`src/rtl/chkpt_pkg.sv`:
```
// Shared sizing constants and FSM state encoding for the checkpoint controller.
package chkpt_pkg;

  localparam int unsigned NUM_PAGES  = 8;
  localparam int unsigned NUM_CHUNKS = 8;
  localparam int unsigned PAGE_W     = $clog2(NUM_PAGES);
  localparam int unsigned CHUNK_W    = $clog2(NUM_CHUNKS);
  localparam int unsigned COUNT_W    = $clog2(NUM_PAGES + 1);

  typedef enum logic [1:0] {
    ST_IDLE,
    ST_SAVE,
    ST_RESTORE
  } state_e;

endpackage

```
`src/rtl/chkpt_alloc.sv`:
```
// Lowest-numbered free page finder: priority encoder over the allocation bitmap.
module chkpt_alloc
  import chkpt_pkg::*;
#(
  parameter int unsigned PAGES = NUM_PAGES
) (
  input  logic [PAGES-1:0]  alloc,
  output logic [PAGE_W-1:0] free_idx,
  output logic              found
);

  // Scan downwards so the lowest free page is the last one to win.
  always_comb begin
    free_idx = '0;
    found    = 1'b0;
    for (int unsigned i = PAGES; i > 0; i--) begin
      if (!alloc[i-1]) begin
        free_idx = PAGE_W'(i - 1);
        found    = 1'b1;
      end
    end
  end

endmodule

```
`src/rtl/chkpt_ctrl.sv`:
```
// Checkpoint controller: allocates shadow pages, sequences save/restore copy
// beats between the main table and shadow pages, and tracks page lifetime.
module chkpt_ctrl #(
  parameter int unsigned NUM_PAGES  = chkpt_pkg::NUM_PAGES,
  parameter int unsigned NUM_CHUNKS = chkpt_pkg::NUM_CHUNKS
) (
  input  logic                          clk,
  input  logic                          reset,
  input  logic                          save_req,
  output logic                          save_ack,
  output logic [chkpt_pkg::PAGE_W-1:0]  save_page,
  input  logic                          restore_req,
  input  logic [chkpt_pkg::PAGE_W-1:0]  restore_page,
  output logic                          restore_done,
  output logic                          restore_err,
  input  logic                          release_req,
  input  logic [chkpt_pkg::PAGE_W-1:0]  release_page,
  input  logic                          flush,
  output logic                          cp_we,
  output logic                          cp_re,
  output logic [chkpt_pkg::PAGE_W-1:0]  cp_page,
  output logic [chkpt_pkg::CHUNK_W-1:0] cp_chunk,
  output logic                          main_stall,
  output logic                          full,
  output logic [chkpt_pkg::COUNT_W-1:0] free_count
);

  import chkpt_pkg::*;

  state_e               state_q, state_d;
  logic [NUM_PAGES-1:0] alloc_q, alloc_d;
  logic [NUM_PAGES-1:0] valid_q, valid_d;
  logic [PAGE_W-1:0]    cp_page_q, cp_page_d;
  logic [CHUNK_W-1:0]   cp_chunk_q, cp_chunk_d;
  logic                 cp_we_q, cp_we_d;
  logic                 cp_re_q, cp_re_d;
  logic                 save_ack_q, save_ack_d;
  logic [PAGE_W-1:0]    save_page_q, save_page_d;
  logic                 restore_done_q, restore_done_d;
  logic                 restore_err_q, restore_err_d;
  logic                 main_stall_q, main_stall_d;
  logic                 full_q, full_d;
  logic [COUNT_W-1:0]   free_count_q, free_count_d;

  logic [PAGE_W-1:0]    free_idx;
  logic                 free_found;
  logic                 restore_hit;
  logic                 last_chunk;

  // Allocation looks at the registered bitmap, so a same-cycle release is not yet visible.
  chkpt_alloc #(.PAGES(NUM_PAGES)) u_alloc (
    .alloc    (alloc_q),
    .free_idx (free_idx),
    .found    (free_found)
  );

  assign restore_hit = valid_q[restore_page] &&
                       !(release_req && (release_page == restore_page));
  assign last_chunk  = (cp_chunk_q == CHUNK_W'(NUM_CHUNKS - 1));

  always_comb begin
    state_d        = state_q;
    alloc_d        = alloc_q;
    valid_d        = valid_q;
    cp_page_d      = cp_page_q;
    cp_chunk_d     = cp_chunk_q;
    cp_we_d        = 1'b0;
    cp_re_d        = 1'b0;
    save_ack_d     = 1'b0;
    save_page_d    = '0;
    restore_done_d = 1'b0;
    restore_err_d  = 1'b0;

    if (release_req && valid_q[release_page]) begin
      valid_d[release_page] = 1'b0;
      alloc_d[release_page] = 1'b0;
    end

    case (state_q)
      ST_IDLE: begin
        if (restore_req) begin
          if (restore_hit) begin
            state_d    = ST_RESTORE;
            cp_re_d    = 1'b1;
            cp_page_d  = restore_page;
            cp_chunk_d = '0;
          end else begin
            restore_err_d = 1'b1;
          end
        end else if (save_req && free_found) begin
          alloc_d[free_idx] = 1'b1;
          state_d           = ST_SAVE;
          cp_we_d           = 1'b1;
          cp_page_d         = free_idx;
          cp_chunk_d        = '0;
        end
      end
      ST_SAVE: begin
        if (restore_req) begin
          // Abandon the partial shadow copy before switching to the restore.
          alloc_d[cp_page_q] = 1'b0;
          if (restore_hit) begin
            state_d    = ST_RESTORE;
            cp_re_d    = 1'b1;
            cp_page_d  = restore_page;
            cp_chunk_d = '0;
          end else begin
            restore_err_d = 1'b1;
            state_d       = ST_IDLE;
            cp_page_d     = '0;
            cp_chunk_d    = '0;
          end
        end else if (last_chunk) begin
          valid_d[cp_page_q] = 1'b1;
          save_ack_d         = 1'b1;
          save_page_d        = cp_page_q;
          state_d            = ST_IDLE;
          cp_page_d          = '0;
          cp_chunk_d         = '0;
        end else begin
          cp_we_d    = 1'b1;
          cp_chunk_d = cp_chunk_q + CHUNK_W'(1);
        end
      end
      ST_RESTORE: begin
        if (last_chunk) begin
          restore_done_d = 1'b1;
          state_d        = ST_IDLE;
          cp_page_d      = '0;
          cp_chunk_d     = '0;
        end else begin
          cp_re_d    = 1'b1;
          cp_chunk_d = cp_chunk_q + CHUNK_W'(1);
        end
      end
      default: begin
        state_d    = ST_IDLE;
        cp_page_d  = '0;
        cp_chunk_d = '0;
      end
    endcase

    if (flush) begin
      state_d        = ST_IDLE;
      alloc_d        = '0;
      valid_d        = '0;
      cp_page_d      = '0;
      cp_chunk_d     = '0;
      cp_we_d        = 1'b0;
      cp_re_d        = 1'b0;
      save_ack_d     = 1'b0;
      save_page_d    = '0;
      restore_done_d = 1'b0;
      restore_err_d  = 1'b0;
    end

    main_stall_d = (state_d != ST_IDLE);
  end

  always_comb begin
    free_count_d = '0;
    for (int unsigned i = 0; i < NUM_PAGES; i++) begin
      free_count_d = free_count_d + COUNT_W'(~alloc_d[i]);
    end
    full_d = &alloc_d;
  end

  always_ff @(posedge clk or posedge reset) begin
    if (reset) begin
      state_q        <= ST_IDLE;
      alloc_q        <= '0;
      valid_q        <= '0;
      cp_page_q      <= '0;
      cp_chunk_q     <= '0;
      cp_we_q        <= 1'b0;
      cp_re_q        <= 1'b0;
      save_ack_q     <= 1'b0;
      save_page_q    <= '0;
      restore_done_q <= 1'b0;
      restore_err_q  <= 1'b0;
      main_stall_q   <= 1'b0;
      full_q         <= 1'b0;
      free_count_q   <= COUNT_W'(NUM_PAGES);
    end else begin
      state_q        <= state_d;
      alloc_q        <= alloc_d;
      valid_q        <= valid_d;
      cp_page_q      <= cp_page_d;
      cp_chunk_q     <= cp_chunk_d;
      cp_we_q        <= cp_we_d;
      cp_re_q        <= cp_re_d;
      save_ack_q     <= save_ack_d;
      save_page_q    <= save_page_d;
      restore_done_q <= restore_done_d;
      restore_err_q  <= restore_err_d;
      main_stall_q   <= main_stall_d;
      full_q         <= full_d;
      free_count_q   <= free_count_d;
    end
  end

  assign save_ack     = save_ack_q;
  assign save_page    = save_page_q;
  assign restore_done = restore_done_q;
  assign restore_err  = restore_err_q;
  assign cp_we        = cp_we_q;
  assign cp_re        = cp_re_q;
  assign cp_page      = cp_page_q;
  assign cp_chunk     = cp_chunk_q;
  assign main_stall   = main_stall_q;
  assign full         = full_q;
  assign free_count   = free_count_q;

endmodule

```
`config.mk`:
```
export PLATFORM = sky130hd
export DESIGN_NAME = chkpt_ctrl
export DESIGN_NICKNAME = d
export VERILOG_FILES = /design/src/rtl/chkpt_pkg.sv /design/src/rtl/chkpt_alloc.sv /design/src/rtl/chkpt_ctrl.sv
export SDC_FILE = /design/constraint.sdc
export NUM_CORES = 1
export LEC_CHECK = 0
export ABC_AREA = 1
export BUFFER_PORTS_ARGS = -buffer_cell sky130_fd_sc_hd__buf_2
export CORE_MARGIN = 8
export CORE_UTILIZATION = 45
export DETAILED_ROUTE_END_ITERATION = 12
export GPL_ROUTABILITY_DRIVEN = 0
export PLACE_DENSITY = 0.69
export RECOVER_POWER = 100
export SYNTH_ARGS = -nofsm -noshare
export SYNTH_HDL_FRONTEND = slang
export SYNTH_SLANG_ARGS = --single-unit
```
`constraint.sdc`:
```
create_clock -name clk -period 10.26 [get_ports clk]
set_clock_uncertainty 0.15 [all_clocks]
set_input_delay 0.513 -clock clk [delete_from_list [all_inputs] [get_ports clk]]
set_output_delay 0.513 -clock clk [all_outputs]
set_load 0.05 [all_outputs]
```
==> flow_summary_export.csv <==
group,metric,value,unit
outcome,violations,"capacitance limit, slew limit",
routing,drcViolationCount,0,
die,fp.coreArea,5540,um^2
final_layout,multi_input_area,1360,um^2
pwr,ir_worst_vdd,0.06635,mV
timing,tns,0,ns
flow_run,max_cap_violations,1,
cts,clock-root-buffer,"clkbuf_8",
die,chipWidth,92.00,um
cts,cts_sinks,38,
timing,max_freq,241.0,MHz
routing,via_per_inst,5.268,
yosys,seq_area_frac_synth,36.64,%
cts,clk_latency,0.30,ns
setup_path,worst-path-max-fanout,8,
pwr,clockPowerShare,31.5,%
min_path,hold_class,"register to register",
die,die_area,8463,um^2
die,start_util,46.91,%
final_layout,drive_above_1_share,12.76,%
die,placementRows,27,
grt,grt_pass1_vias,2340,
final_layout,fin_util,51.13,%
grt,track_usage,16.41,%
final_layout,nets,409,
pwr,power_switching_share,34.41,%
timing,setup_viol,0,
yosys,syn-mean-instance-area,7.425,um^2
cts,cts_resized,0,
pwr,p_switching,119.7,uW
timing,maxSlewViolCount,39,
final_layout,final_area,2833,um^2
pwr,powerDensity,122.8,nW/um^2
pwr,combPwrFrac,22.1,%
yosys,ys_ff_latch,38,
yosys,yosysUniqueCellTypes,37,
grt,overflow,0,
placed_design,pre_cts_slack,5.927,ns
pwr,p_int,228.1,uW
die,die_y,92.00,um
placed_design,dpl_cell_area,2811,um^2
cts,cts_buffers,5,
min_path,whs_path_depth,2,
cts,cts_hold_buf,0,
timing,whs,0.3855,ns
final_layout,n_fill_cell,579,
setup_path,worst-endpoint-arrival,4.18,ns
grt,antenna_found_initial,0,
pwr,leakage,1.459,nW
timing,layout_setup_ws,6.111,ns
cts,cts_tree,"yes",
setup_path,crit_type,"register to register",
timing,finalHoldViolations,0,
timing,rsz0062_at_grt,"no",
cts,cts.clk_slew.worst_paths,0.08,ns
setup_path,crit_required,10.29,ns
setup_path,reg2reg_depth,16,
final_layout,final_cell_mix,"nand2_1 (97), inv_1 (46), dfrtp_1 (37)",
die,io_pins,32,
timing,worst_pin_slew,2.040,ns
final_layout,insertedDiodeCount,0,
timing,slew_headroom,-36.01,%
grt,grt_pass1_wl,11480,um
routing,ant_nets,0,
grt,grt_max_degree,39,
placed_design,io_buffers,31,
final_layout,syn2layout_area_growth,9.004,%
setup_path,critPathLaunchType,"register",
placed_design,hpwl,5063,um
yosys,netlist_instances,350,
cts,cts_max_level,2,
timing,final.min_clock_period,4.149,ns
final_layout,mostFrequentLayoutCell,"nand2_1",
routing,wire_per_inst,14.42,um
cts,cts_buffer_depth,2,
yosys,syn_nets,376,
outcome,outcome,"complete, but fails checks",
routing,drt-total-wl,6577,um
pwr,sequentialPowerShare,46.5,%
cts,post_cts_buffers,0,
yosys,yosysWarnings,0,
final_layout,final-seq-area,952.2,um^2
timing,post-route-period-util,40.43,%
routing,drt_iter0_markers,166,
routing,vias,2402,
yosys,synth_area,2599,um^2
routing,first_pass_iters,4,
setup_path,cp-end-kind,"register",
[power by group through the flow]
stage	registers [mW]	clock network (mW)	logic, mW
finish	0.162	0.109	0.0767
global route	0.162	0.118	0.0856
CTS	0.161	0.111	0.0808
detailed placement	0.164	0	0.0804
global placement	0.164	0	0.0797
floorplan	0.181	0	0.0420
[critical path: stages (launching register included)]
cell and delay, ns:
dfrtp_1 0.43, inv_1 0.09, ha_1 0.31, inv_1 0.11, nand3_1 0.19, nor2_1 0.22
a21oi_1 0.09, o211ai_1 0.10, inv_1 0.10, fa_1 0.49, fa_1 0.51, fa_1 0.41
inv_1 0.07, ha_1 0.17, inv_1 0.06, fa_1 0.39, xnor2_1 0.14
[registers in the layout (all words and copies together) (netlist names)]
name,cells
state_q,2
cp_re,1
restore_err,1
main_stall,1
save_page,3
cp_page,3
cp_chunk,3
cp_we,1
free_count,4
restore_done,1
full,1
save_ack,1
valid_q,8
alloc_q,8
[metal layers]
| layer | track usage (%) | wire length [um] | up-vias |
|---|---|---|---|
| met5 | 0 | 0 | - |
| met4 | 6.040 | 156 | 0 |
| met3 | 4.075 | 464 | 17 |
| met2 | 25.15 | 2896 | 98 |
| met1 | 21.79 | 3060 | 1100 |
| li1 | - | - | 1187 |
[cell type report]
class                           instances  area share, %
Multi-Input combinational cell        252          48.01
Inverter                               54          7.244
Tap cell                               72          3.180
Clock inverter                          1         0.1767
Sequential cell                        38          33.61
Timing Repair Buffer                   32          4.726
Clock buffer                            7          3.048
[stage by stage]
step	instances	power [mW]
6_report	456	0.3478
5_1_grt	456	0.3658
4_1_cts	456	0.3528
3_5_place_dp	448	0.2447
3_3_place_gp	448	0.2438
2_1_floorplan	350	0.2234
[cells by family after synthesis]
group	after synthesis	synth area share, %
buf+inv	60	9.437
xor+xnor	1	0.3371
simple gates	198	36.01
fa+ha+maj	14	7.896
compound gates	39	9.678
flops	38	36.64
[path summary, 6_finish.rpt]
path	start	slack (ns)	endpoint
max	state_q[0]	6.11	free_count[2]
min	cp_chunk[2]	0.39	cp_chunk[2]
max reg2reg	state_q[0]	6.11	free_count[2]
min reg2reg	cp_chunk[2]	0.39	cp_chunk[2]
max in group asynchronous	reset	7.99	full
min in group asynchronous	reset	0.79	state_q[0]
[synthesized netlist by cell type]
library cell  count  area, um^2
ha_1             10       125.1
o21a_1            2       15.01
nand2_1          96       360.4
nor2_2            8       50.05
nor2_1           28       105.1
o32ai_1           1       8.760
nand2_4           3       33.78
o211ai_1          3       22.52
inv_1            46       172.7
nand2_2           9       56.30
nand3_2           5       50.05
o2111ai_1         1       8.760
fa_1              4       80.08
a21oi_2           3       26.28
xnor2_1           1       8.760
buf_6             2       22.52
nor3_2            1       10.01
inv_2             6       22.52
inv_4             1       6.260
a32o_1            3       30.03
o21ai_0           5       25.02
a21boi_1          1       7.510
clkinv_1          1       3.750
nor3_1            4       20.02
dfrtp_1          37       925.9
a21oi_1          12       60.06
o22ai_1           1       6.260
o21ai_2           1       8.760
nand3_1          35       175.2
dfstp_2           1       26.28
o21ai_1           5       25.02
buf_2             2       10.01
nand4_1           7       43.79
clkbuf_1          2       7.510
nor2_8            1       20.02
nor2_4            1       11.26
a21boi_0          1       7.510
(Power assumes the default switching activity.)
